[src/rtl/bcd_countdown_timer.sv]
// ---------------------------------------------------------------------------
// bcd_countdown_timer
//
// MM:SS BCD countdown timer for the display path. It sits downstream of the
// clock divider. The divider's slow square wave (tick_in) is sampled as a
// plain data level on the fast system clock, and its rising edges are
// detected. A prescaler turns TICKS_PER_SEC rising edges into one 1 s strobe,
// and each strobe decrements the loaded MM:SS value by one second.
//
// Parameters
//   TICKS_PER_SEC  rising edges of tick_in per 1 s decrement (>= 1)
//   MAX_MIN        largest loadable minute value, decimal (<= 99)
//   PRE_W          prescaler width, 2**PRE_W > TICKS_PER_SEC-1
//
// Ports
//   clock     in   system clock, all logic on posedge
//   reset     in   synchronous active-high reset
//   tick_in   in   divided-clock level, synchronous to clock
//   start     in   request run (level)
//   stop      in   request pause / acknowledge done
//   load      in   load load_min/load_sec
//   load_min  in   BCD minutes {tens,units}
//   load_sec  in   BCD seconds {tens,units}
//   min_bcd   out  current minutes, BCD
//   sec_bcd   out  current seconds, BCD
//   running   out  high while counting (RUN)
//   done      out  high after expiry until stop or load (DONE)
//   expired   out  one-cycle pulse on the first cycle showing 00:00
//   load_err  out  one-cycle pulse when a load is rejected
// ---------------------------------------------------------------------------
module bcd_countdown_timer #(
    parameter int unsigned TICKS_PER_SEC = 1,
    parameter int unsigned MAX_MIN       = 99,
    parameter int unsigned PRE_W         = 4
) (
    input  logic       clock,
    input  logic       reset,
    input  logic       tick_in,
    input  logic       start,
    input  logic       stop,
    input  logic       load,
    input  logic [7:0] load_min,
    input  logic [7:0] load_sec,
    output logic [7:0] min_bcd,
    output logic [7:0] sec_bcd,
    output logic       running,
    output logic       done,
    output logic       expired,
    output logic       load_err
);

    localparam logic [1:0] ST_IDLE  = 2'd0;
    localparam logic [1:0] ST_RUN   = 2'd1;
    localparam logic [1:0] ST_PAUSE = 2'd2;
    localparam logic [1:0] ST_DONE  = 2'd3;

    localparam logic [PRE_W-1:0] PRE_LAST  = PRE_W'(TICKS_PER_SEC - 1);
    localparam logic [PRE_W-1:0] PRE_ONE   = PRE_W'(1);
    localparam logic [7:0]       MAX_MIN_V = 8'(MAX_MIN);

    logic [1:0]       state;
    logic             tick_d;
    logic [PRE_W-1:0] prescaler;

    logic             tick_rise;
    logic             pre_last;
    logic             value_zero;
    logic             load_allowed;
    logic             load_valid;
    logic [7:0]       load_min_dec;
    logic [7:0]       dec_min;
    logic [7:0]       dec_sec;
    logic             dec_zero;

    assign tick_rise  = tick_in & ~tick_d;
    assign pre_last   = (prescaler == PRE_LAST);
    assign value_zero = (min_bcd == 8'h00) && (sec_bcd == 8'h00);

    assign running = (state == ST_RUN);
    assign done    = (state == ST_DONE);

    // A load is only considered outside RUN. The minute limit is checked on
    // the decimal value. An illegal nibble is rejected by the digit checks
    // regardless of how it compares here.
    assign load_allowed = (state != ST_RUN);
    assign load_min_dec = ({4'd0, load_min[7:4]} * 8'd10) + {4'd0, load_min[3:0]};
    assign load_valid   = (load_min[7:4] <= 4'd9) && (load_min[3:0] <= 4'd9) &&
                          (load_sec[7:4] <= 4'd5) && (load_sec[3:0] <= 4'd9) &&
                          (load_min_dec <= MAX_MIN_V);

    // One-second BCD decrement with borrow. The caller never applies this at
    // 00:00, because RUN is only entered with a non-zero value and is left
    // on reaching zero.
    always_comb begin
        dec_min = min_bcd;
        dec_sec = sec_bcd;
        if (sec_bcd[3:0] != 4'd0) begin
            dec_sec[3:0] = sec_bcd[3:0] - 4'd1;
        end else if (sec_bcd[7:4] != 4'd0) begin
            dec_sec = {sec_bcd[7:4] - 4'd1, 4'd9};
        end else begin
            dec_sec = 8'h59;
            if (min_bcd[3:0] != 4'd0) begin
                dec_min[3:0] = min_bcd[3:0] - 4'd1;
            end else begin
                dec_min = {min_bcd[7:4] - 4'd1, 4'd9};
            end
        end
    end

    assign dec_zero = (dec_min == 8'h00) && (dec_sec == 8'h00);

    // Control chain in priority order: load, stop, start, then the 1 s
    // strobe. A start that is seen in RUN or DONE has no effect, so it falls
    // through to the strobe. A load or stop in the same cycle suppresses both
    // the decrement and the prescaler advance, which keeps the phase.
    always_ff @(posedge clock) begin
        if (reset) begin
            state     <= ST_IDLE;
            min_bcd   <= '0;
            sec_bcd   <= '0;
            expired   <= 1'b0;
            load_err  <= 1'b0;
            tick_d    <= 1'b0;
            prescaler <= '0;
        end else begin
            tick_d   <= tick_in;
            expired  <= 1'b0;
            load_err <= 1'b0;

            if (load) begin
                if (load_allowed && load_valid) begin
                    min_bcd   <= load_min;
                    sec_bcd   <= load_sec;
                    prescaler <= '0;
                    state     <= ST_IDLE;
                end else begin
                    load_err <= 1'b1;
                end
            end else if (stop) begin
                if (state == ST_RUN) begin
                    state <= ST_PAUSE;
                end else if (state == ST_DONE) begin
                    state <= ST_IDLE;
                end
            end else if (start && ((state == ST_IDLE) || (state == ST_PAUSE))) begin
                if (!value_zero) begin
                    state <= ST_RUN;
                end
            end else if ((state == ST_RUN) && tick_rise) begin
                if (pre_last) begin
                    prescaler <= '0;
                    min_bcd   <= dec_min;
                    sec_bcd   <= dec_sec;
                    if (dec_zero) begin
                        state   <= ST_DONE;
                        expired <= 1'b1;
                    end
                end else begin
                    prescaler <= prescaler + PRE_ONE;
                end
            end
        end
    end

endmodule
[config.mk]
export PLATFORM = sky130hd
export DESIGN_NAME = bcd_countdown_timer
export DESIGN_NICKNAME = d
export VERILOG_FILES = /design/src/rtl/bcd_countdown_timer.sv
export SDC_FILE = /design/constraint.sdc
export NUM_CORES = 1
export LEC_CHECK = 0
export CAP_MARGIN = 20
export CORE_MARGIN = 1.5
export CORE_UTILIZATION = 45
export DETAILED_ROUTE_END_ITERATION = 10
export PLACE_DENSITY_LB_ADDON = 0.2
export SLEW_MARGIN = 15
export SYNTH_ARGS = -nofsm -noshare
export SYNTH_HDL_FRONTEND = slang
export SYNTH_SLANG_ARGS = --single-unit
[constraint.sdc]
create_clock -name clock -period 4.4 [get_ports clock]
set_input_delay 0.88 -clock clock [delete_from_list [all_inputs] [get_ports clock]]
set_output_delay 0.88 -clock clock [all_outputs]
set_load 0.005 [all_outputs]
==> results.md, run 1 <==
| Parameter | Value | Unit |
|---|---|---|
| Run status | finished clean | - |
| Post-synth EDFFs | 0 | - |
| Most frequent standard cell in the layout excluding fill and tap cells | sky130_fd_sc_hd__clkdlybuf4s50_1 | - |
| Clock Latency Late Sink | 280 | ps |
| Clock tree from TritonCTS | yes | - |
| Critical path startpoint | load_min[5] | - |
| Normalized max-slew margin | 0.489 | - |
| Initial drt markers | 113 | - |
| Compound-gate portion of the synthesized area | 0.244 | - |
| Post-synth net total | 303 | - |
| Synthesis-stage register bit count | 25 | - |
| RSZ-0062 raised after global routing | no | - |
| Top-Level Pins | 42 | - |
| Worst Setup Path Type | primary input to register | - |
| Count of vias placed by the detailed router | 2003 | - |
| Count of buffers added by post-CTS timing repair for setup | 0 | - |
| Sort of element at the start of the critical path | primary input | - |
| Worst min-delay path startpoint | min_bcd[0] | - |
| Worst Max-Slew Pin Slew | 765 | ps |
| Final core occ | 0.582 | - |
| Pin count of the biggest net entering global routing | 46 | - |
| Hold crit path type | register to register | - |
| Async S/R FF share, synth | 0 | - |
| Number of sinks driven by the clock tree | 25 | - |
| Leakage power figure | 1.03 | nW |
| Post-route clock skew | 7.28 | ps |
| Period utilization | 0.880 | - |
| Overall track demand over capacity in global routing | 0.212 | - |
| Last weighted congestion value of the routability-driven placer | 0.824 | - |
| Sequential-to-total area share from yosys stat | 0.246 | - |
| CTS root buffer | sky130_fd_sc_hd__clkbuf_8 | - |
| Final critical-path required period | 3870 | ps |
| Antenna cell count | 0 | - |
| Ratio of cells with drive above 1 in the final layout | 0.0631 | - |
| Total core area | 4350 | um^2 |
| Synthesis-to-layout area growth | 24.6 | % |
| Clock transition at the register clock pins on the worst setup and hold paths after CTS | 90 | ps |
| Final wirelength | 5210 | um |
| Die Footprint | 4930 | um^2 |
| Top cells by area, synth | sky130_fd_sc_hd__dfxtp_1 25%, sky130_fd_sc_hd__ha_1 8.6%, sky130_fd_sc_hd__nor2_1 5.9% | - |
| Post-synthesis simple-gate area fraction | 0.271 | - |
| Height of the die | 70.2 | um |
| CP arrival | 4040 | ps |
| Residual DRC count | 0 | - |
| Cell type with the highest aggregate area in the netlist | sky130_fd_sc_hd__dfxtp_1 | - |
| Overflow left after global routing | 0 | - |
| Commonest cells after routing, fill and taps aside | 41 x sky130_fd_sc_hd__clkdlybuf4s50_1, 32 x sky130_fd_sc_hd__nor2_1, 25 x sky130_fd_sc_hd__dfxtp_1 | - |
| Combinational family with the most area after synthesis | simple AND/OR/NAND/NOR gates | - |
| Main synth FF type | sky130_fd_sc_hd__dfxtp_1 | - |
| Adder and majority gate portion of the synthesized area | 0.106 | - |
| Worst r2r src | sec_bcd[0] | - |
| Count of input and output buffers | 41 | - |
| CP max FO | 5 | - |
| Total of max-cap violations | 0 | - |
| Final count of pins violating max slew | 0 | - |
| Cell area power density | 222 | nW/um^2 |
| Mux share of post-synthesis cell area | 0.0554 | - |
| Antenna violations before repair | 0 | - |
| Number of buffers on the longest clock path | 2 | - |
| CP required | 4570 | ps |
| Number of cells upsized or downsized after cts | 0 | - |
| Endpoint class of the critical path | register | - |
| Number of global-route vias before repair | 1803 | - |
| Horizontal die dimension | 70.2 | um |
| Initial cell density of the core | 0.467 | - |
| Post-Synthesis Mean Instance Area | 7.67 | um^2 |
| TritonCTS buffer count | 3 | - |
| Accumulated negative setup slack | 0 | ps |
| Final HPWL DP | 3920 | um |
| Number of distinct library cells after synthesis | 56 | - |
| Final Hold Fails | 0 | - |
| Routed wirelength normalized by instance count | 14.8 | um |
| 1st-pass router iterations | 4 | - |
| XOR/XNOR Fraction of Synth Area | 0.0172 | - |
| Achievable frequency | 258 | MHz |
| Area share of the leading cell type in the synthesized netlist | 0.246 | - |
| Synthesized netlist cell count | 265 | - |
| Number of antenna-violating nets in the routed design | 0 | - |
| Synth warnings | 0 | - |
| Synth Cell Area | 2030 | um^2 |
| Ratio of routed vias to standard cells | 5.67 | - |
| Number of buffers inserted for hold repair after clock tree synthesis | 0 | - |
| Number of nets in the layout | 340 | - |
| Setup violators final | 0 | - |
| Number of rows created at floorplan | 24 | - |
| Global-route wire length before repair | 8410 | um |
| Worst IR Drop VDD | 0.112 | mV |
| CTS H-Tree Depth | 1 | - |
==> worst paths after layout <==
check | endpoint | slack [ps] | cells after the start
hold reg to reg | min_bcd[0] | 520 | 2
setup reg to reg | state[1] | 1330 | 9
setup / recovery | state[1] | 530 | 12
hold / removal | min_bcd[0] | 520 | 2
==> per-stage QoR <==
step	instances	instance area [um^2]	setup WS, ps	power (mW)	hold slack (ps)
CTS	353	2530	571	0.566	523
global route	353	2530	412	0.593	552
detailed placement	349	2490	285	0.421	498
global placement	349	2490	312	0.420	506
finish	353	2530	526	0.561	523
floorplan	265	2030	944	0.361	477
==> critical path, stage by stage <==
cell                              delay, ps
sky130_fd_sc_hd__clkdlybuf4s50_1        510
sky130_fd_sc_hd__ha_1                   340
sky130_fd_sc_hd__ha_1                   220
sky130_fd_sc_hd__fa_1                   550
sky130_fd_sc_hd__nand4b_1               110
sky130_fd_sc_hd__nor4b_1                340
sky130_fd_sc_hd__a311o_1                200
sky130_fd_sc_hd__o21ai_0                120
sky130_fd_sc_hd__buf_4                  170
sky130_fd_sc_hd__a21oi_1                240
sky130_fd_sc_hd__a21oi_2                 50
sky130_fd_sc_hd__mux2_1                 320
==> synth_stat cells, types with 3 or more instances <==
cell type                   count
sky130_fd_sc_hd__a2111oi_0      3
sky130_fd_sc_hd__clkbuf_1      12
sky130_fd_sc_hd__nor2b_1        6
sky130_fd_sc_hd__nor2_1        32
sky130_fd_sc_hd__a31oi_1        3
sky130_fd_sc_hd__o211ai_1       3
sky130_fd_sc_hd__and2_1         3
sky130_fd_sc_hd__nor3_1        13
sky130_fd_sc_hd__and3_1         4
sky130_fd_sc_hd__a211oi_1       6
sky130_fd_sc_hd__nor4_1         5
sky130_fd_sc_hd__a21oi_1       22
sky130_fd_sc_hd__dfxtp_1       25
sky130_fd_sc_hd__nand3_1        3
sky130_fd_sc_hd__ha_1          14
sky130_fd_sc_hd__inv_1         15
sky130_fd_sc_hd__nand2b_1       4
sky130_fd_sc_hd__nand2_1       15
sky130_fd_sc_hd__o21ai_0       20
sky130_fd_sc_hd__mux2i_1        9
==> state kept, by name, indices dropped and copies added (netlist names) <==
register and cells:
min_bcd 8, state 2, sec_bcd 8, prescaler 4, expired 1, load_err 1, tick_d 1
==> cells by family after synthesis <==
logic type / after synthesis
DFF: 25
and+or+nand+nor: 102
AOI/OAI and AO/OA: 77
buffers and inverters: 30
xor gates and xnor gates: 4
muxes: 11
adders and majority gates: 16
==> area by class of cell <==
type | instances | area, um^2
sequential | 25 | 500
clock buffer | 4 | 45.0
fill | 413 | 1820
tap | 52 | 65.1
timing repair buffer | 47 | 455
multi-input combinational | 210 | 1410
inverter | 15 | 56.3
==> layer usage <==
layer  GRT usage  up-vias  share of wire
li1            -     1034              -
met1       0.289      922           0.47
met2       0.349       42           0.48
met3      0.0202        5          0.039
met4      0.0705        0          0.014
met5           0        -              0
==> where the power goes <==
group	total [mW]	internal (mW)	switching, mW
registers	0.237	0.231	0.00606
clock network	0.144	0.0651	0.0787
logic	0.180	0.0864	0.0937
Note: power is estimated with default switching activity, not from simulation.
==> run 2: changes to the inputs <==
--- a/config.mk
+++ b/config.mk
@@ -10,6 +10,7 @@
 export CORE_UTILIZATION = 45
 export DETAILED_ROUTE_END_ITERATION = 10
 export PLACE_DENSITY_LB_ADDON = 0.2
+export SKIP_CTS_REPAIR_TIMING = 1
 export SLEW_MARGIN = 15
 export SYNTH_ARGS = -nofsm -noshare
 export SYNTH_HDL_FRONTEND = slang
==> results of run 2 <==
Final layout, timing and power as in run 1 (identical DEF).
